## config.mk

```make
export PLATFORM = sky130hd
export DESIGN_NAME = instr_fetch
export DESIGN_NICKNAME = d
export VERILOG_FILES = /design/src/rtl/instr_fetch.sv
export SDC_FILE = /design/constraint.sdc
export NUM_CORES = 1
export LEC_CHECK = 0
export BUFFER_PORTS_ARGS = -buffer_cell sky130_fd_sc_hd__buf_2
export CAP_MARGIN = 20
export CORE_ASPECT_RATIO = 0.8
export CORE_MARGIN = 5
export CORE_UTILIZATION = 30
export CTS_CLUSTER_SIZE = 25
export DETAILED_ROUTE_END_ITERATION = 7
export GPL_ROUTABILITY_DRIVEN = 0
export PLACE_DENSITY = 0.57
export SYNTH_ARGS = -nofsm -noshare
export SYNTH_HDL_FRONTEND = slang
export SYNTH_SLANG_ARGS = --single-unit
```

## constraint.sdc

```tcl
create_clock -name clk -period 10.4 [get_ports clk]
set_input_delay 1.04 -clock clk [delete_from_list [all_inputs] [get_ports clk]]
set_output_delay 1.04 -clock clk [all_outputs]
set_load 0.01 [all_outputs]
```

## src/rtl/instr_fetch.sv

```systemverilog
// -----------------------------------------------------------------------------
// instr_fetch -- instruction fetch stage with a one-entry skid buffer.
//
// Issues word-aligned reads to instruction memory and presents each returned
// word, together with its fetch address + 4, to the decode stage. Decode
// backpressure (id_ready=0) is absorbed by a single skid entry; while that
// entry is full no new request is issued. A taken branch flushes the output
// and the skid entry, and redirects fetch. If a read is still outstanding
// when the branch arrives, its response is drained and discarded first.
//
// Ports:
//   clk, rst_n              clock; synchronous active-low reset
//   imem_req, imem_addr     read request and word-aligned address (held to ack)
//   imem_ack, imem_rdata    read completion and returned word
//   br_taken, br_target     redirect request and target (bits [1:0] ignored)
//   id_ready                decode accepts if_instr this cycle
//   if_valid, if_instr      live instruction flag and registered instruction
//   if_pc4                  fetch address of if_instr plus 4
//   op, funct               if_instr[31:26] and if_instr[5:0]
// -----------------------------------------------------------------------------
module instr_fetch #(
  parameter logic [31:0] RESET_PC = 32'h0000_0000
) (
  input  logic        clk,
  input  logic        rst_n,
  output logic        imem_req,
  output logic [31:0] imem_addr,
  input  logic        imem_ack,
  input  logic [31:0] imem_rdata,
  input  logic        br_taken,
  input  logic [31:0] br_target,
  input  logic        id_ready,
  output logic        if_valid,
  output logic [31:0] if_instr,
  output logic [31:0] if_pc4,
  output logic [5:0]  op,
  output logic [5:0]  funct
);

  typedef enum logic [1:0] {
    FETCH = 2'd0,
    STALL = 2'd1,
    DRAIN = 2'd2
  } state_t;

  localparam logic [31:0] NOP        = 32'h0000_0000;
  localparam logic [31:0] RESET_ADDR = RESET_PC & 32'hFFFF_FFFC;

  state_t      state_q, state_d;
  logic [31:0] addr_q, addr_d;
  logic [31:0] tgt_q, tgt_d;
  logic        valid_q, valid_d;
  logic [31:0] instr_q, instr_d;
  logic [31:0] pc4_q, pc4_d;
  logic [31:0] skid_instr_q, skid_instr_d;
  logic [31:0] skid_pc4_q, skid_pc4_d;

  logic        ack;
  logic [31:0] addr_inc;
  logic [31:0] br_addr;

  // The skid entry is full exactly when the FSM is in STALL, so leaving
  // STALL (consume or redirect) is what empties it.
  assign imem_req  = rst_n && (state_q != STALL);
  assign imem_addr = addr_q;
  assign ack       = imem_ack && imem_req;
  assign addr_inc  = addr_q + 32'd4;
  assign br_addr   = br_target & 32'hFFFF_FFFC;

  assign if_valid  = valid_q;
  assign if_instr  = instr_q;
  assign if_pc4    = pc4_q;
  assign op        = instr_q[31:26];
  assign funct     = instr_q[5:0];

  always_comb begin
    state_d      = state_q;
    addr_d       = addr_q;
    tgt_d        = tgt_q;
    valid_d      = valid_q;
    instr_d      = instr_q;
    pc4_d        = pc4_q;
    skid_instr_d = skid_instr_q;
    skid_pc4_d   = skid_pc4_q;

    if (br_taken) begin
      valid_d = 1'b0;
      instr_d = NOP;
      pc4_d   = 32'h0;
      case (state_q)
        FETCH: begin
          if (ack) begin
            addr_d = br_addr;
          end else begin
            // Outstanding read must complete on its own address; park the
            // target until its response has been swallowed.
            tgt_d   = br_addr;
            state_d = DRAIN;
          end
        end
        STALL: begin
          addr_d  = br_addr;
          state_d = FETCH;
        end
        default: tgt_d = br_addr;
      endcase
    end else begin
      case (state_q)
        FETCH: begin
          if (ack) begin
            addr_d = addr_inc;
            if (!valid_q || id_ready) begin
              valid_d = 1'b1;
              instr_d = imem_rdata;
              pc4_d   = addr_inc;
            end else begin
              skid_instr_d = imem_rdata;
              skid_pc4_d   = addr_inc;
              state_d      = STALL;
            end
          end else if (id_ready) begin
            valid_d = 1'b0;
            instr_d = NOP;
          end
        end
        STALL: begin
          if (id_ready) begin
            valid_d = 1'b1;
            instr_d = skid_instr_q;
            pc4_d   = skid_pc4_q;
            state_d = FETCH;
          end
        end
        DRAIN: begin
          if (ack) begin
            addr_d  = tgt_q;
            state_d = FETCH;
          end
        end
        default: state_d = FETCH;
      endcase
    end
  end

  always_ff @(posedge clk) begin
    if (!rst_n) begin
      state_q <= FETCH;
      addr_q  <= RESET_ADDR;
      valid_q <= 1'b0;
      instr_q <= NOP;
      pc4_q   <= 32'h0;
    end else begin
      state_q <= state_d;
      addr_q  <= addr_d;
      valid_q <= valid_d;
      instr_q <= instr_d;
      pc4_q   <= pc4_d;
    end
  end

  // Payload-only registers: their contents are meaningless until the FSM
  // enters STALL or DRAIN, which always writes them first.
  always_ff @(posedge clk) begin
    tgt_q        <= tgt_d;
    skid_instr_q <= skid_instr_d;
    skid_pc4_q   <= skid_pc4_d;
  end

endmodule

```

* After elaboration in Yosys (flattened, before gate mapping) *
Cells that the tools add are included.

word-level totals
  flip-flop bits (word level) = 195
  logic and storage cells = 72

operators by class
  add/subtract/negate cells = 1
  eq/ne operators = 15
  mux-type cells = 30
  bitwise gates (word level) = 4
  reduce and logical (&&, ||, !) cells = 14

operators by type and width
  cell                                                                      number
  32-bit two-way mux                                                        12
  32-bit one-hot mux with 2 select lines                                    5
  32-bit by 3-bit adder with 32-bit output (second input constant)          1
  3-bit inequality test (second input constant)                             7
  4-bit AND reduction                                                       4
  2-bit two-way mux                                                         6
  2-bit inequality test (second input constant)                             4
  2-bit one-hot mux with 3 select lines                                     1
  6-bit AND reduction                                                       1
  1-bit two-way mux                                                         4
  1-bit inverter                                                            4
  2-bit one-hot mux with 2 select lines                                     1
  3-bit by 1-bit inequality test with 1-bit output (second input constant)  1
  3-bit AND reduction                                                       1
  3-bit nonzero test                                                        1
  2-bit by 1-bit equality test with 1-bit output (second input constant)    1
  2-bit equality test (second input constant)                               1
  1-bit logical AND                                                         2
  2-bit zero test                                                           1
  2-bit by 1-bit inequality test with 1-bit output (second input constant)  1
  1-bit one-hot mux with 2 select lines                                     1
  2-bit nonzero test                                                        1
  2-bit OR reduction                                                        1
  1-bit zero test                                                           1
  1-bit logical OR                                                          1

* Logic depth before layout (Yosys ltp) *
Gate-level depths: netlist (run 1).

  word-level depth = 6
  mapped depth = 8
  gate-level depth less buffers = 6

* Worst setup path before layout (run 1) *
Ideal clock, no wire load.

  kind = input port to flip-flop
  start point = input port br_taken
  end point = register skid_instr_q[0], enable pin
  setup time = 0.642 ns
  arrival = 7.793 ns
  slack = 1.966 ns
  cell stages on the path = 5
  path buffers = 4
  cell sequence = clkbuf_1 clkbuf_1 buf_1 buf_1 nor4_1

between the ends
  cells in the longest elaborated chain, start to end = 2

RTL lines
  what                                  line  text
  start: declaration                    30    input logic br_taken,
  1-bit inverter (no source line)       --
  4-bit AND reduction (no source line)  --
  end signal: assignment                165   skid_instr_q <= skid_instr_d;
  end: declaration                      55    logic [31:0] skid_instr_q, skid_instr_d;

No other way between the ends.
A chain may end at the register's enable or synchronous reset.

* Worst setup path in the final report (run 1) *
  start point = input port rst_n
  end point = output port imem_req

between the ends
  cells in the longest elaborated chain, start to end = 1

RTL lines
  what                line  text
  start: declaration  25    input logic rst_n,
  1-bit logical AND   64    assign imem_req = rst_n && (state_q != STALL);
  end: declaration    26    output logic imem_req,

No other way between the ends.

==> results of run 1 <==
==> stage by stage <==
step                      instance area (um^2)  instances  power, uW  utilization, %  setup slack, ps
after floorplan                           8220        807        916               -             1970
after global placement                    9320       1277        976            34.4             7110
after detailed placement                  9320       1277        978            34.4             7140
after CTS                                 9910       1309       1650            36.6             7140
after global routing                      9910       1309       1690            36.6             7030
final                                     9910       1309       1620            36.6             7120
==> worst min-delay path, stage by stage (launching register included) <==
cell	delay, ps
dfxtp_1	310
nand2_1	50
a21oi_1	50
==> power by group through the flow <==
stage	registers [uW]	clock network, uW	logic [uW]
floorplan	833	0	83.3
global placement	830	0	146
detailed placement	831	0	148
CTS	814	684	148
global route	817	713	163
finish	814	662	146
==> flip-flops by register name, summed over array words and instances, names as in the netlist <==
name,flops
if_instr,32
state_q,2
skid_pc4_q,30
if_pc4,30
imem_addr,30
tgt_q,30
if_valid,1
skid_instr_q,32
==> Yosys cell counts (5+ instances only) <==
cell type	instances	area share, %
o211ai_1	14	1.3
a41o_1	8	0.98
edfxtp_1	92	34
a21oi_1	50	3.0
buf_1	9	0.41
xor2_1	10	1.1
o21ai_0	38	2.3
o31ai_1	5	0.46
a311oi_1	8	0.85
buf_4	16	1.5
clkbuf_1	55	2.5
nand2_1	58	2.7
nor2_1	72	3.3
a22oi_1	33	3.0
xnor2_1	10	1.1
nor3_1	19	1.2
a211oi_1	40	3.7
inv_1	13	0.59
and3_1	10	0.76
nand4_1	9	0.69
nor4_1	9	0.69
dfxtp_1	95	23
or3_1	9	0.69
nand3_1	47	2.9
==> final timing paths <==
| check | startpoint | to | slack, ps | cells past startpoint |
|---|---|---|---|---|
| worst min-delay path | if_pc4[5] | if_pc4[5] | 450 | 2 |
| worst max-delay path | rst_n | imem_req | 7120 | 5 |
| worst min register to register | if_pc4[5] | if_pc4[5] | 450 | 2 |
| worst max register to register | imem_addr[2] | if_pc4[31] | 7370 | 6 |
==> metal layers <==
| metal | routed length (um) | track usage (%) | share of wire [%] |
|---|---|---|---|
| met2 | 11100 | 23.6 | 45 |
| met5 | 0 | 0 | 0 |
| met3 | 1140 | 3.34 | 4.7 |
| met4 | 477 | 5.02 | 2.0 |
| met1 | 11700 | 22.0 | 48 |
==> layout make-up <==
| cell class | count | area [um^2] | share of cell area (%) |
|---|---|---|---|
| multi-input cells | 522 | 3150 | 31.8 |
| clock buffers | 20 | 447 | 4.51 |
| well taps | 364 | 455 | 4.60 |
| flip-flops and latches | 187 | 4660 | 47.1 |
| repair buffers | 190 | 996 | 10.1 |
| clock inverters | 12 | 139 | 1.40 |
| inverters | 14 | 52.6 | 0.530 |
==> cell usage in the layout, fill, tap and decap left out, drive strengths merged, types with 8 or more instances in the layout <==
master,netlist,final
a311oi,8,8
clkbuf,55,20
a211oi,40,40
nand2,58,58
inv,13,16
a21oi,50,50
xnor2,11,11
xor2,10,10
o21ai,38,38
nand3,49,49
dfxtp,95,95
nor4,10,10
nand4,11,11
buf,29,190
o211ai,14,14
a22oi,33,33
nor3,19,19
and3,10,10
nor2,72,72
edfxtp,92,92
or3,9,9
a41o,8,8
==> cells by family after synthesis <==
logic type               synth area share (%)
adder cells (fa/ha/maj)                 0.152
XOR/XNOR                                 2.33
AND/OR/NAND/NOR                          15.1
multiplexers                            0.488
other                                  0.0457
buffers and inverters                    5.27
flip-flops                               56.8
AO/OA/AOI/OAI                            19.8
==> flow_metrics.tcl, run 1 <==
set metrics [dict create \
    numPortBuffers 172 \
    fmax_mhz 305 \
    hpwl_mm 16.4 \
    drc 0 \
    vias_per_cell 5.11 \
    maxCapViolations 0 \
    io_pins 179 \
    whs_ps 448 \
    layout-drive-gt1-share_pct 25.4 \
    finalSetupViolations 0 \
    antenna_found_initial 0 \
    start_util_pct 30.3 \
    die_width_um 195 \
    cp_max_fo 30 \
    yosys_warnings 0 \
    synth_cell_type_count 60 \
    num_rows 54 \
    clockBufferDepth 2 \
    grt_max_degree 65 \
    grt_pass1_vias 6307 \
    path_cells "buf_2 -> clkinv_1 -> buf_4 -> nor2_1 -> buf_2" \
    crit_type "in2out" \
    cts_tree "built" \
    fin_tns_setup_ps 0 \
    hold_violations 0 \
    core_um2 27100 \
    wirelength_mm 24.4 \
    postCtsSetupRepairBufs 0 \
    power_switching_uw 411 \
    ant_nets 0 \
    drt-pass1-iter-count 5 \
    skew_ps 14.3 \
    fin_crit_sh_pct 31.6 \
    p_leak_uw 0.00397 \
    ir_worst_vdd_mv 0.112 \
    comb_power_share_pct 9.0 \
    synth_cells 804 \
    synth_area_um2 8210 \
    cts-hold-fix-buffers 0 \
    n_antenna_cell 0 \
    maxSlewViolCount 0 \
    h-tree-depth 4 \
    dr.first_iter.drc_count 417 \
    crit_arrival_ps 2240 \
    start_kind "primary input" \
    fillers 2771 \
    cts-resized-gates 0 \
    numCtsBuffers 17 \
    root_buffer "clkbuf_16" \
    p_per_area_nw_per_um2 164 \
    async_flop_share_pct 0 \
    status "finished clean" \
    track_usage_pct 15.5 \
    slowest_stage "buf_2" \
    fp.dieH_um 158 \
    path_delay_family "buffers and inverters" \
    maxSlewHeadroom_pct 30.8 \
    switching_share_pct 25.4 \
    path_buf_inv 4 \
    p_clk_share_pct 40.8 \
    fin_crit_ps 3280 \
    die-area_um2 30800 \
    fin_nets 1002 \
    tightest_slew_ps 1030 \
    path_clk_slew_ps 60 \
    grt_setup_unrepaired "no" \
    required_ps 9360 \
    cts.sinks 187 \
    syn_avg_cell_area_um2 10.2 \
    p_int_uw 1210 \
    ys.flop_type "dfxtp_1" \
    post_drt_wl_per_cell_um 18.6 \
    vias 6686 \
    critPathCaptureType "output port" \
    yosysSeqAreaShare_pct 56.8 \
    crit_top_cell "buf_2" \
    slowest_delay_ps 520 \
    hold_class "reg2reg" \
    grt_pass1_wl_mm 37.2 \
    synth_edf_count 92 \
    insertion_delay_ps 440 \
    area_growth_pct 20.7 \
    gr-total-overflow 0 \
    synth_seq_cells 187 \
    seqPwrFrac_pct 50.2 \
]
Power figures use the tool's default switching activity.
==> run 2, diff against run 1 <==
==> constraint.sdc (replaced) <==
create_clock -name clk -period 3.15 [get_ports clk]
set_input_delay 0.315 -clock clk [delete_from_list [all_inputs] [get_ports clk]]
set_output_delay 0.315 -clock clk [all_outputs]
set_load 0.01 [all_outputs]
==> run 2 against run 1 <==
Net effect: total power increased to 3.4 times the previous value; routed wire length up 1.8%; die area unchanged; design area is 1.7% higher; register-to-register slack got worse by 6600 ps; clock-buffer cell count fell by 2; largest power group unchanged; clock skew rose by 2.1 ps; worst setup slack worse by 6400 ps; sequential cell count unchanged; clock power grew to 3.6 times the previous value; critical path depth fell by 1; largest cell class unchanged; combinational power rose to 3.4 times the previous value.
==> flow_metrics.tcl, run 2 (synthesis gave the netlist of run 1 again) <==
set metrics [dict create \
    placedInstanceArea_um2 9440 \
    finalSetupViolations 0 \
    grt_max_degree 48 \
    required_ps 2830 \
    fillers 2717 \
    grt_pass1_vias 6519 \
    post_drt_wl_per_cell_um 18.8 \
    fin_nets 1014 \
    total_power_uw 5580 \
    final_cell_mix "buf_2 (172), dfxtp_1 (95), edfxtp_1 (92)" \
    stdcell_count 1321 \
    hold_class "in2reg" \
    cts.sinks 187 \
    ant_nets 0 \
    crit_arrival_ps 2090 \
    maxSlewViolCount 0 \
    layout-drive-gt1-share_pct 26.4 \
    ir_worst_vdd_mv 0.377 \
    core_um2 27100 \
    path_cells "nor2b_4 -> buf_4 -> nor2_1 -> buf_2" \
    clockBufferDepth 2 \
    fmax_mhz 417 \
    fin_crit_ps 2400 \
    slowest_delay_ps 600 \
    drc 0 \
    die-area_um2 30800 \
    track_usage_pct 15.8 \
    hpwl_mm 16.9 \
    fin_crit_sh_pct 76.2 \
    status "finished clean" \
    vias 6749 \
    cts-resized-gates 0 \
    path_clk_slew_ps 80 \
    drt-met1-wl_mm 12.0 \
    maxCapViolations 0 \
    root_buffer "clkbuf_16" \
    wirelength_mm 24.8 \
    numPlacedInstances 1289 \
    mostFrequentLayoutCell "buf_2" \
    fp.dieH_um 158 \
    die_width_um 195 \
    cts_tree "built" \
    slowest_stage "dfxtp_1" \
    maxSlewHeadroom_pct 47.4 \
    grt_pass1_wl_mm 38.2 \
    crit_type "reg2out" \
    hold_violations 0 \
    start_util_pct 30.3 \
    dr.first_iter.drc_count 461 \
    design_area_um2 10100 \
    grt_setup_unrepaired "no" \
    fin_util_pct 37.2 \
    vias_per_cell 5.11 \
    io_pins 179 \
    area_growth_pct 22.8 \
    start_kind "flop" \
    cp_max_fo 47 \
    wl_met2_mm 11.2 \
    met3_length_mm 1.19 \
    gr-total-overflow 0 \
    p_per_area_nw_per_um2 554 \
    drt-pass1-iter-count 5 \
    routed.top_layer "met4" \
    numCtsBuffers 17 \
    num_rows 54 \
    skew_ps 16.4 \
    numPortBuffers 172 \
    fin_tns_setup_ps 0 \
    insertion_delay_ps 440 \
    tightest_slew_ps 789 \
    p_leak_uw 0.00406 \
    h-tree-depth 4 \
    postCtsSetupRepairBufs 0 \
    cts-hold-fix-buffers 0 \
    antenna_found_initial 0 \
    n_antenna_cell 0 \
    critPathCaptureType "output port" \
]
==> run 2: area by class of cell <==
cell class	instances	area, um^2	area share (%)
tap	364	455	4.52
inverter	14	52.6	0.521
clock buffer	18	429	4.26
sequential	187	4660	46.3
timing repair buffer	202	1110	11.0
multi-input combinational	522	3160	31.3
clock inverter	14	206	2.05
==> run 2: metal layers <==
layer	up-vias	track usage, %
met3	24	3.36
li1	3282	-
met4	0	4.59
met5	-	0
met1	3259	22.5
met2	184	24.4
==> run 2: final timing paths <==
kind / from / to / slack, ps / cells past startpoint
max: state_q[0] / imem_req / 750 / 4
max reg2reg: imem_addr[2] / if_pc4[22] / 810 / 6
min reg2reg: if_pc4[5] / if_pc4[5] / 450 / 2
min: br_target[11] / tgt_q[11] / 60 / 1
==> run 2: metrics by stage <==
step / setup slack, ps / hold WS, ps
CTS: 743 / 32.8
global placement: 842 / 442
global route: 587 / 25.8
finish: 750 / 58.4
floorplan: -216 / 414
detailed placement: 780 / 443
==> run 2: worst max-delay path: cells and delay by family, from the launching register on <==
| family | cells | cell delay, ps |
|---|---|---|
| and+or+nand+nor | 2 | 380 |
| buffers and inverters | 2 | 670 |
| DFF | 1 | 600 |
==> run 2: where the power goes <==
group	switching [uW]	internal, uW	leakage [uW]	total (uW)
registers	63.7	2620	0.00163	2690
clock network	1040	1350	0.000306	2400
logic	315	180	0.00213	495
==> run 3, diff against run 2 <==
--- a/config.mk
+++ b/config.mk
@@ -13,7 +13,7 @@
 export CTS_CLUSTER_SIZE = 25
 export DETAILED_ROUTE_END_ITERATION = 7
 export GPL_ROUTABILITY_DRIVEN = 0
-export PLACE_DENSITY = 0.57
+export PLACE_DENSITY = 0.59
 export SYNTH_ARGS = -nofsm -noshare
 export SYNTH_HDL_FRONTEND = slang
 export SYNTH_SLANG_ARGS = --single-unit
==> constraint.sdc (replaced) <==
create_clock -name clk -period 2.17 [get_ports clk]
set_input_delay 0.217 -clock clk [delete_from_list [all_inputs] [get_ports clk]]
set_output_delay 0.217 -clock clk [all_outputs]
set_load 0.01 [all_outputs]
==> run 3 against run 2 <==
Net effect: design area increased by 8.5%; die area stayed put; core utilization increased by 3.2 points; clock-buffer cell count rose by 1; via count is 6.9% higher; critical path depth is 1 higher; first-iteration DRC count is 15% lower; non-clock buffer count up 87; critical path type is now reg2reg; critical endpoint is now imem_addr[25]; largest cell class unchanged; highest routed layer unchanged.
==> flow_metrics.tcl, run 3 (synthesis gave the netlist of run 1 again) <==
set metrics [dict create \
    final_cell_mix "buf_2 (172), dfxtp_1 (93), edfxtp_1 (92)" \
    ant_nets 0 \
    mostFrequentLayoutCell "buf_2" \
    maxSlewHeadroom_pct 64.7 \
    vias_per_cell 5.12 \
    post_drt_wl_per_cell_um 18.1 \
    critPathCaptureType "flop" \
    start_kind "flop" \
    track_usage_pct 16.3 \
    area_growth_pct 33.3 \
    gr-total-overflow 0 \
    cp-startpoint "imem_addr[4]" \
    finalSetupViolations 0 \
    cp_max_fo 6 \
    slowest_stage "or3_1" \
    slowest_delay_ps 500 \
    r2r-start "imem_addr[4]" \
    drc 0 \
    start_util_pct 30.3 \
    numCtsBuffers 17 \
    reg2reg_depth 5 \
    tightest_slew_ps 526 \
    fin_tns_setup_ps 0 \
    cts_tree "built" \
    grt_max_degree 65 \
    path_clk_slew_ps 80 \
    hold_violations 0 \
    num_rows 54 \
    grt_pass1_wl_mm 39.9 \
    hpwl_mm 17.7 \
    drt-pass1-iter-count 5 \
    fmax_mhz 481 \
    root_buffer "clkbuf_16" \
    reg2reg_to "imem_addr[25]" \
    grt_pass1_vias 6927 \
    io_pins 179 \
    wirelength_mm 25.6 \
    fin_crit_sh_pct 95.8 \
    layout-drive-gt1-share_pct 26.9 \
    crit_end "imem_addr[25]" \
    path_cells "nand4_2 -> or3_1 -> nor4_1 -> xor2_1 -> a31o_2" \
    setup_ws_ps 92.0 \
    fin_nets 1101 \
    dr.first_iter.drc_count 392 \
    p_per_area_nw_per_um2 731 \
    p_leak_uw 0.00446 \
    maxSlewViolCount 0 \
    die_width_um 195 \
    fin_util_pct 40.4 \
    core_um2 27100 \
    grt_setup_unrepaired "yes" \
    crit_type "reg2reg" \
    fp.dieH_um 158 \
    vias 7212 \
    die-area_um2 30800 \
    fin_crit_ps 2080 \
    crit_arrival_ps 2400 \
    clockBufferDepth 2 \
    cts.sinks 187 \
    skew_ps 16.0 \
    status "finished clean" \
    required_ps 2490 \
    hold_class "in2reg" \
    dp_slack_ps 55.5 \
    whs_ps 170 \
    h-tree-depth 4 \
    insertion_delay_ps 430 \
    ir_worst_vdd_mv 0.494 \
    numPortBuffers 172 \
    maxCapViolations 0 \
    antenna_found_initial 1 \
    reg2reg_slack_ps 90 \
]
run 3: cell count changes in the layout (fill, tap and decap cells not counted), moves of 2 or more:
cell and delta:
buf_4 +20, dfxtp_2 +2, clkinv_4 +5, inv_6 -4, buf_12 +5, dlygate4sd3_1 +62
dfxtp_1 -2
run 3: what timing repair did:
| item | in CTS | in global routing |
|---|---|---|
| gates resized for setup | 0 | 4 |
| setup buffers | 0 | 0 |
| endpoints found under the hold margin | 62 | 0 |
| hold buffers | 62 | 0 |
| endpoints found under the setup margin | 0 | 10 |
run 3: per-stage QoR:
stage                     cells  cell area (um^2)  total power, uW
final                      1409             10900             7990
after global routing       1409             10900             8340
after CTS                  1408             10900             8110
after detailed placement   1314              9690             4750
after global placement     1314              9690             4730
after floorplan             807              8290             4400
run 3: layer usage:
| metal | share of wire (%) | GRT usage, % | up-vias |
|---|---|---|---|
| met4 | 2.2 | 4.82 | 0 |
| met5 | 0 | 0 | - |
| met2 | 45 | 25.5 | 229 |
| met3 | 5.6 | 3.30 | 33 |
| li1 | - | - | 3460 |
| met1 | 47 | 23.1 | 3490 |
run 3: how the worst min path moves through the flow:
stage	slack [ps]	from	endpoint	depth (start not counted)
floorplan	320	imem_rdata[0]	skid_instr_q[0]	0
global route	160	imem_ack	state_q[1]	4
detailed placement	410	br_target[31]	tgt_q[31]	1
global placement	410	br_target[19]	tgt_q[19]	1
finish	170	id_ready	state_q[0]	3
CTS	140	imem_ack	state_q[1]	4
run 3: layout make-up:
class	instances	area, um^2
fillers	2672	16200
clock inverters	13	170
flip-flops and latches	187	4670
inverters	14	52.6
repair buffers	289	1980
well taps	364	455
multi-input cells	522	3180
diodes	1	2.50
clock buffers	19	433
run 3: power by group:
group | switching (uW) | total, uW | internal [uW]
combinational | 504 | 873 | 369
clock | 1410 | 3240 | 1830
sequential | 73.3 | 3880 | 3810
total | 1990 | 7990 | 6010
run 3: worst max-delay path: cells and delay by family, from the launching register on:
kind	cells	cell delay [ps]
AOI/OAI and AO/OA	1	260
and+or+nand+nor	3	1070
DFF	1	470
xor gates and xnor gates	1	170
